`config.mk`:
```
export PLATFORM = sky130hd
export DESIGN_NAME = fifo_write_arbiter
export DESIGN_NICKNAME = d
export VERILOG_FILES = /design/src/rtl/interconnect_pkg.sv /design/src/rtl/rr_priority_select.sv /design/src/rtl/fifo_write_arbiter.sv
export SDC_FILE = /design/constraint.sdc
export NUM_CORES = 1
export LEC_CHECK = 0
export BUFFER_PORTS_ARGS = -buffer_cell sky130_fd_sc_hd__buf_2
export CORE_ASPECT_RATIO = 0.75
export CORE_MARGIN = 8
export CORE_UTILIZATION = 34
export CTS_BUF_LIST = sky130_fd_sc_hd__clkbuf_16
export CTS_CLUSTER_SIZE = 30
export DETAILED_ROUTE_END_ITERATION = 6
export PLACE_DENSITY = 0.92
export SYNTH_ARGS = -nofsm -noshare
export SYNTH_HDL_FRONTEND = slang
export SYNTH_HIERARCHICAL = 1
export SYNTH_SLANG_ARGS = --single-unit
```
`constraint.sdc`:
```
create_clock -name clk -period 2.3 [get_ports clk]
set_clock_uncertainty 0.05 [all_clocks]
set_input_delay 0.115 -clock clk [delete_from_list [all_inputs] [get_ports clk]]
set_output_delay 0.115 -clock clk [all_outputs]
set_load 0.1 [all_outputs]
```
`src/rtl/interconnect_pkg.sv`:
```
// interconnect_pkg
//   Shared definitions for the interconnect FIFO arbiters.
//   - arb_state_t : packet-lock state encoding (ARB_IDLE / ARB_LOCKED)
//   - req_idx_w() : index width for n requesters, max(1, $clog2(n))
//   - DEFAULT_NUM_REQ : default requester count
package interconnect_pkg;

  typedef enum logic {
    ARB_IDLE   = 1'b0,
    ARB_LOCKED = 1'b1
  } arb_state_t;

  localparam int unsigned DEFAULT_NUM_REQ = 4;

  function automatic int unsigned req_idx_w(input int unsigned n);
    return (n <= 1) ? 1 : $clog2(n);
  endfunction

endpackage

```
`src/rtl/rr_priority_select.sv`:
```
// rr_priority_select
//   Combinational round-robin scan: finds the first set bit of i_req
//   starting at i_ptr and wrapping modulo NUM_REQ (any NUM_REQ, not only
//   powers of two). Shared by the write arbiter and read-side scheduler.
// Ports:
//   i_req   [NUM_REQ-1:0] request vector
//   i_ptr   [IDX_W-1:0]   scan start index, must be < NUM_REQ
//   o_found               at least one request set
//   o_index [IDX_W-1:0]   index of first request at/after i_ptr
module rr_priority_select #(
  parameter int unsigned NUM_REQ = 4,
  parameter int unsigned IDX_W   = 2
) (
  input  logic [NUM_REQ-1:0] i_req,
  input  logic [IDX_W-1:0]   i_ptr,
  output logic               o_found,
  output logic [IDX_W-1:0]   o_index
);

  always_comb begin
    logic             w_hit;
    logic [IDX_W:0]   w_pos;
    w_hit   = 1'b0;
    w_pos   = '0;
    o_index = '0;
    for (int unsigned k = 0; k < NUM_REQ; k++) begin
      // ptr + k < 2*NUM_REQ, so a single conditional subtract wraps it.
      w_pos = {1'b0, i_ptr} + (IDX_W+1)'(k);
      if (w_pos >= (IDX_W+1)'(NUM_REQ)) begin
        w_pos = w_pos - (IDX_W+1)'(NUM_REQ);
      end
      if (!w_hit && i_req[w_pos[IDX_W-1:0]]) begin
        w_hit   = 1'b1;
        o_index = w_pos[IDX_W-1:0];
      end
    end
    o_found = w_hit;
  end

endmodule

```
`src/rtl/fifo_write_arbiter.sv`:
```
// fifo_write_arbiter
//   Round-robin arbiter sharing one FIFO write port among NUM_REQ
//   valid/ready requesters. Handshake is combinational; pointer, grant_id
//   and lock state are registered. Synchronous active-high reset.
// Optional feature (macro FIFO_ARB_LOCK_EN): hold the grant for a whole
//   packet (until req_last) so packet beats never interleave in the FIFO.
// Ports:
//   clk, rst            clock, synchronous active-high reset
//   req_valid/req_last  per-requester beat valid / last-beat flag
//   req_data            packed beats, requester i at [i*DATA_WIDTH +: DATA_WIDTH]
//   req_ready           one-hot (or zero) accept
//   fifo_data_in        data to FIFO
//   fifo_write_enable   FIFO write strobe
//   fifo_full           FIFO full flag
//   grant_id            index of current/most recent winner
//   locked              packet lock held (0 without FIFO_ARB_LOCK_EN)
module fifo_write_arbiter
  import interconnect_pkg::*;
#(
  parameter int unsigned NUM_REQ    = DEFAULT_NUM_REQ,
  parameter int unsigned DATA_WIDTH = 32
) (
  input  logic                          clk,
  input  logic                          rst,
  input  logic [NUM_REQ-1:0]            req_valid,
  input  logic [NUM_REQ*DATA_WIDTH-1:0] req_data,
  input  logic [NUM_REQ-1:0]            req_last,
  output logic [NUM_REQ-1:0]            req_ready,
  output logic [DATA_WIDTH-1:0]         fifo_data_in,
  output logic                          fifo_write_enable,
  input  logic                          fifo_full,
  output logic [req_idx_w(NUM_REQ)-1:0] grant_id,
  output logic                          locked
);

  localparam int unsigned IW = req_idx_w(NUM_REQ);

  logic [IW-1:0]      r_ptr;
  logic [IW-1:0]      r_grant_id;
  logic [NUM_REQ-1:0] w_elig;
  logic               w_found;
  logic [IW-1:0]      w_win;
  logic               w_xfer;
  logic               w_ptr_adv;
  logic [IW-1:0]      w_ptr_next;

  rr_priority_select #(
    .NUM_REQ (NUM_REQ),
    .IDX_W   (IW)
  ) u_sel (
    .i_req   (w_elig),
    .i_ptr   (r_ptr),
    .o_found (w_found),
    .o_index (w_win)
  );

  assign w_xfer     = w_found & ~fifo_full & ~rst;
  assign w_ptr_next = (w_win == IW'(NUM_REQ - 1)) ? '0 : w_win + 1'b1;

  // Output mux; ready depends only on valid/lock/full, never on data.
  always_comb begin
    req_ready    = '0;
    fifo_data_in = '0;
    for (int unsigned i = 0; i < NUM_REQ; i++) begin
      if (w_found && (w_win == IW'(i))) begin
        fifo_data_in = req_data[i*DATA_WIDTH +: DATA_WIDTH];
        req_ready[i] = w_xfer;
      end
    end
  end

  assign fifo_write_enable = w_xfer;

`ifdef FIFO_ARB_LOCK_EN
  arb_state_t    r_state;
  arb_state_t    w_state_next;
  logic [IW-1:0] r_lock_id;
  logic          w_win_last;

  always_comb begin
    w_elig = req_valid;
    if (r_state == ARB_LOCKED) begin
      w_elig = '0;
      for (int unsigned i = 0; i < NUM_REQ; i++) begin
        if (r_lock_id == IW'(i)) w_elig[i] = req_valid[i];
      end
    end
  end

  always_comb begin
    w_win_last = 1'b0;
    for (int unsigned i = 0; i < NUM_REQ; i++) begin
      if (w_win == IW'(i)) w_win_last = req_last[i];
    end
  end

  always_comb begin
    w_state_next = r_state;
    w_ptr_adv    = 1'b0;
    case (r_state)
      ARB_IDLE: begin
        if (w_xfer) begin
          if (w_win_last) w_ptr_adv    = 1'b1;
          else            w_state_next = ARB_LOCKED;
        end
      end
      ARB_LOCKED: begin
        if (w_xfer && w_win_last) begin
          w_state_next = ARB_IDLE;
          w_ptr_adv    = 1'b1;
        end
      end
      default: w_state_next = ARB_IDLE;
    endcase
  end

  always_ff @(posedge clk) begin
    if (rst) begin
      r_state   <= ARB_IDLE;
      r_lock_id <= '0;
    end else begin
      r_state <= w_state_next;
      if (w_xfer && (r_state == ARB_IDLE) && !w_win_last) r_lock_id <= w_win;
    end
  end

  assign locked = (r_state == ARB_LOCKED);
`else
  logic w_unused_last;

  assign w_elig        = req_valid;
  assign w_ptr_adv     = w_xfer;
  assign locked        = 1'b0;
  assign w_unused_last = ^req_last;
`endif

  always_ff @(posedge clk) begin
    if (rst) begin
      r_ptr      <= '0;
      r_grant_id <= '0;
    end else if (w_xfer) begin
      r_grant_id <= w_win;
      if (w_ptr_adv) r_ptr <= w_ptr_next;
    end
  end

  assign grant_id = r_grant_id;

endmodule

```
After elaboration in Yosys (flattened, before gate mapping). Cells that the tools add are included.

$lt $le $gt $ge: 8. Add/sub/neg operators: 8. Mux-type cells: 29. Eq/ne operators: 3. Reductions and logical operators: 11. Bitwise operators: 4.

Operators by type and width (number): 32-bit 2-to-1 mux (4); 2-bit 2-to-1 mux (9); 2-bit by 3-bit < comparator with 1-bit output, second input constant (4); 1-bit 2-to-1 mux (12); 3-bit >= comparator, second input constant (3); 1-bit binary-select mux with 2-bit select (4); 2-bit by 1-bit subtractor with 2-bit output, second input constant (4); 1-bit logical AND (7); 2-bit by 2-bit adder with 3-bit output, second input constant (2); 2-bit == test, second input constant (2); 2-bit by 1-bit adder with 3-bit output, second input constant (1); 2-bit by 3-bit >= comparator with 1-bit output, second input constant (1); 1-bit zero test (3); 2-bit by 1-bit adder with 2-bit output, second input constant (1); 1-bit AND (2); 2-bit by 1-bit == test with 1-bit output, second input constant (1); 2-bit zero test (1); 1-bit inverter (2).

Logic and storage cells: 65. Register bits after elaboration: 4. Output and inout port bits: 40.

Logic depth before layout (Yosys ltp).
Depth after elaboration: 20. Mapped depth: 10. Gate-level depth less buffers: 8.

By module. The synthesis kept the hierarchy.

By module, submodules not included: fifo_write_arbiter (area each 1425.1 µm², instances 1, seq. area each 80.1 µm², cells each 216); rr_priority_select (area each 77.6 µm², instances 1, seq. area each 0.0 µm², cells each 15).

Worst setup path after synthesis. No wires, ideal clock.

Path kind: register to output. Start: reg r_ptr[0]. End: out fifo_data_in[10]. Data arrival time: 2.489 ns. Stages on the path, launching flop included: 10. Buffers on the path: 2. Setup slack: -0.354 ns. Path through: dfxtp_1 > inv_2 > a221o_1 > a21oi_1 > inv_1 > ha_1 > buf_6 > buf_2 > nand2b_1 > a32o_1.

Word-level cells in the longest chain between the ends: 20. Elaborated cells between the ends (all ways): 49.

Ends and longest elaborated chain: from (decl) (line fifo_write_arbiter.sv:38) `logic [IW-1:0] r_ptr;`; from (signal assigned) (line fifo_write_arbiter.sv:143) `if (w_ptr_adv) r_ptr <= w_ptr_next;`; branches (longest 13 deep; another with 2-bit by 1-bit adder with 3-bit output); 2-bit 2-to-1 mux * (line rr_priority_select.sv:32) `if (!w_hit && i_req[w_pos[IDX_W-1:0]]) begin`; net w_win[0] (line fifo_write_arbiter.sv:42) `logic [IW-1:0] w_win;`; 2-bit zero test (line fifo_write_arbiter.sv:65) `if (w_found && (w_win == IW'(i))) begin`; 1-bit logical AND (line fifo_write_arbiter.sv:65); 32-bit 2-to-1 mux (3 in series) (line fifo_write_arbiter.sv:65); 32-bit 2-to-1 mux * (line fifo_write_arbiter.sv:65); to (decl) (line fifo_write_arbiter.sv:29) `output logic [DATA_WIDTH-1:0] fifo_data_in,`.

Mark *: on every way through the listed nets, which the timed path passes. The select of a mux whose other input is x is not followed.

Worst setup path after layout.
Start: reg r_ptr[1]. End: out fifo_data_in[2].

The elaborated chain is that of the path after synthesis.

==> flow_summary_export.csv <==
group,metric,value,unit
sta,hold_violations,0,
layout,fin_area,3650,um2
sta,slew_headroom,62.9,%
critical_path,crit_fanout,9,
synth,syn_area_per_cell,6.51,um2
critical_path,worstPathCellList,"a21oi_4 -> o21ai_2 -> a21oi_2 -> inv_2 -> ha_4 -> buf_8 -> buf_16 -> a21oi_1 -> o21ai_1 -> a32o_2 -> buf_12",
layout,final_cell_count_no_fill,472,
floorplanning,initial_core_util,34.5,%
global_route,gr-total-overflow,0,
layout,layout-drive-gt1-share,68.9,%
power,powerDensity,1030,nW/um2
layout,ff_latch_area,85.1,um2
power,vdd_drop_max,1020,uV
clock_tree,htree_levels,1,
sta,drv_slew,0,
clock_tree,clk_path_buf_depth,2,
drt,drtIter0Drc,141,
drt,wl_per_cell,21.1,um
drt,routed_wirelength,9950,um
place,hpwl,6450,um
job,drv_cap,0,
sta,timing.final.crit_share,109,%
layout,syn2layout_area_growth,143,%
synth,ys_top_cells_by_area,"a32o_1 (21%), nand2b_1 (12%), a21oi_1 (11%), o21ai_1 (9.3%), nand2_1 (8.0%)",
clock_tree,path_clk_slew,0.03,ns
run_status,status,"finished, violations left",
place,place_congestion,0.825,
critical_path,required,2.13,ns
drt,drc,0,
floorplanning,pin_count,179,
synth,synthCells,231,
power,leakagePower,1.80,nW
critical_path,critPathKind,"flip-flop to output port",
sta,period_needed,2.50,ns
floorplanning,fp-row-count,21,
clock_tree,cts_buffers,3,
synth,ys_seq_area_share,5.33,%
critical_path,start_kind,"flip-flop",
min_path,hold_class,"input port to flip-flop",
critical_path,cp.arrival,2.34,ns
drt,via_count,2655,
sta,max_freq,400,MHz
synth,ys_types,25,
layout,multi_input_area,1440,um2
place,placed_cells,445,
sta,final.setup.tns,-4.29,ns
global_route,grt_usage,22.8,%
sta,finalHoldWorstSlack,0.0746,ns
sta,final-setup-viol-count,32,
clock_tree,tritoncts,"yes",
synth,synth_area,1500,um2
drt,dr.pass1.iters,5,
place,place_ws,0.0488,ns
sta,worst_slew_pin_slew,0.556,ns
global_route,grt_pass1_wl,12700,um
place,io_buffers,173,
drt,ant_nets,0,
synth,ys_ff_latch,4,
critical_path,crit_slowest_cell,"dfxtp_4",
critical_path,reg2reg_slack,0.47,ns
clock_tree,clock-sinks,4,
synth,synth_top_area_cell,"a32o_1",
synth,synth_top_area_share,21.3,%
global_route,grt_pass1_vias,2610,
floorplanning,die-area,6830,um2
run_status,violations,"negative setup slack",
power,totalPowerFinal,3.77,mW
critical_path,critPathMaxStageDelay,0.35,ns
drt,avgViaCountPerCell,5.63,
critical_path,crit_path_end_kind,"output port",
floorplanning,die_x,92.8,um
clock_tree,cts_root_buf,"clkbuf_16",
synth,synth_nets,374,
global_route,antenna_found_initial,0,
sta,layout_setup_ws,-0.201,ns
layout,antenna_cells,0,
clock_tree,worstSkewPairLatency,0.23,ns
synth,ys_warn_count,6,
sta,rsz0062_at_grt,"yes",
floorplanning,die_y,73.6,um
place,dpl-instance-area,2970,um2
layout,fillers,239,
floorplanning,core_area,4360,um2
layout,utilization,83.7,%
layout,fin_nets,560,
global_route,grt_max_degree,31,
-- sequential cells by signal (all words and copies together) (netlist names) --
| register | cells |
|---|---|
| r_ptr | 2 |
| grant_id | 2 |
-- kinds of logic after synthesis --
kind of cell / share of synthesized area [%]
adders and majority gates: 3.33
and+or+nand+nor: 27.3
muxes: 2.66
DFF: 5.33
buffers and inverters: 15.1
other: 0.250
AOI/OAI and AO/OA: 46.0
-- final cells by class --
cell class              count  share of cell area, %
repair buffers            209                   53.5
multi-input cells         192                   39.5
flip-flops and latches      4                   2.33
clock buffers               3                   2.06
well taps                  57                   1.95
inverters                   7                  0.720
-- placed cells by master (no fill, tap or decap) --
cell,Yosys,final
buf_2,14,138
buf_12,0,40
nand2_1,32,32
a32o_2,0,31
nand2b_1,29,29
o21ai_1,28,26
a21oi_1,34,17
a21oi_2,2,15
clkbuf_16,0,10
buf_6,8,10
buf_4,4,9
o21ai_2,0,7
nor2_1,6,6
or2b_1,4,4
a21oi_4,0,4
mux2i_1,4,4
inv_1,6,4
inv_2,1,3
and2_2,0,3
ha_4,0,3
buf_8,0,3
and2_4,0,2
dfxtp_1,4,2
nor2b_1,2,1
and2b_1,1,1
nor2b_4,0,1
a32o_4,0,1
ha_2,0,1
conb_1,1,1
bufbuf_16,0,1
buf_16,0,1
dfxtp_2,0,1
dfxtp_4,0,1
o221ai_4,0,1
a221o_1,1,1
nand3_1,1,1
-- what timing repair did --
action | CTS | global route
gates resized for setup | 24 | 47
setup buffers | 2 | 10
pin swaps | 6 | 29
hold buffers | 0 | 0
setup endpoints to repair | 32 | 32
gates cloned | 3 | 9
-- power breakdown --
group / internal, mW / leakage (nW) / total (mW) / switching, mW
Sequential: 0.0786 / 0.0339 / 0.0864 / 0.00777
Clock: 0.222 / 0.0370 / 0.270 / 0.0482
Combinational: 1.35 / 1.73 / 3.42 / 2.06
-- worst max-delay path: cells and delay by family, from the launching register on --
family / cells / cell delay, ns
compound gates: 6 / 1.02
buf+inv: 4 / 0.54
flops: 1 / 0.35
fa+ha+maj: 1 / 0.21
-- metal layers --
metal	up-vias	share of wire (%)	global-route usage [%]
met4	0	2.0	7.12
li1	1212	-	-
met5	-	0	0
met2	182	51	44.0
met3	20	9.9	7.55
met1	1241	37	22.6
-- cell usage after synthesis --
cell type  count
and2_1         5
conb_1         1
a21oi_2        2
buf_4          4
or2b_1         4
o221ai_1       1
o21ai_0        5
ha_1           4
o21ai_1       28
a221o_1        1
nand2b_1      29
nor2b_1        2
and2b_1        1
mux2i_1        4
buf_2         14
dfxtp_1        4
buf_6          8
a21oi_1       34
nor2_1         6
nand2_1       32
inv_2          1
a32o_1        32
inv_1          6
nand3_1        1
clkbuf_2       2
-- worst paths after layout --
path / from / end / depth (start not counted)
worst min-delay path: rst / r_ptr[0] / 2
worst min register to register: grant_id[0] / grant_id[0] / 2
worst max register to register: r_ptr[0] / r_ptr[0] / 9
worst max-delay path: r_ptr[1] / fifo_data_in[2] / 11
(Power assumes the default switching activity.)
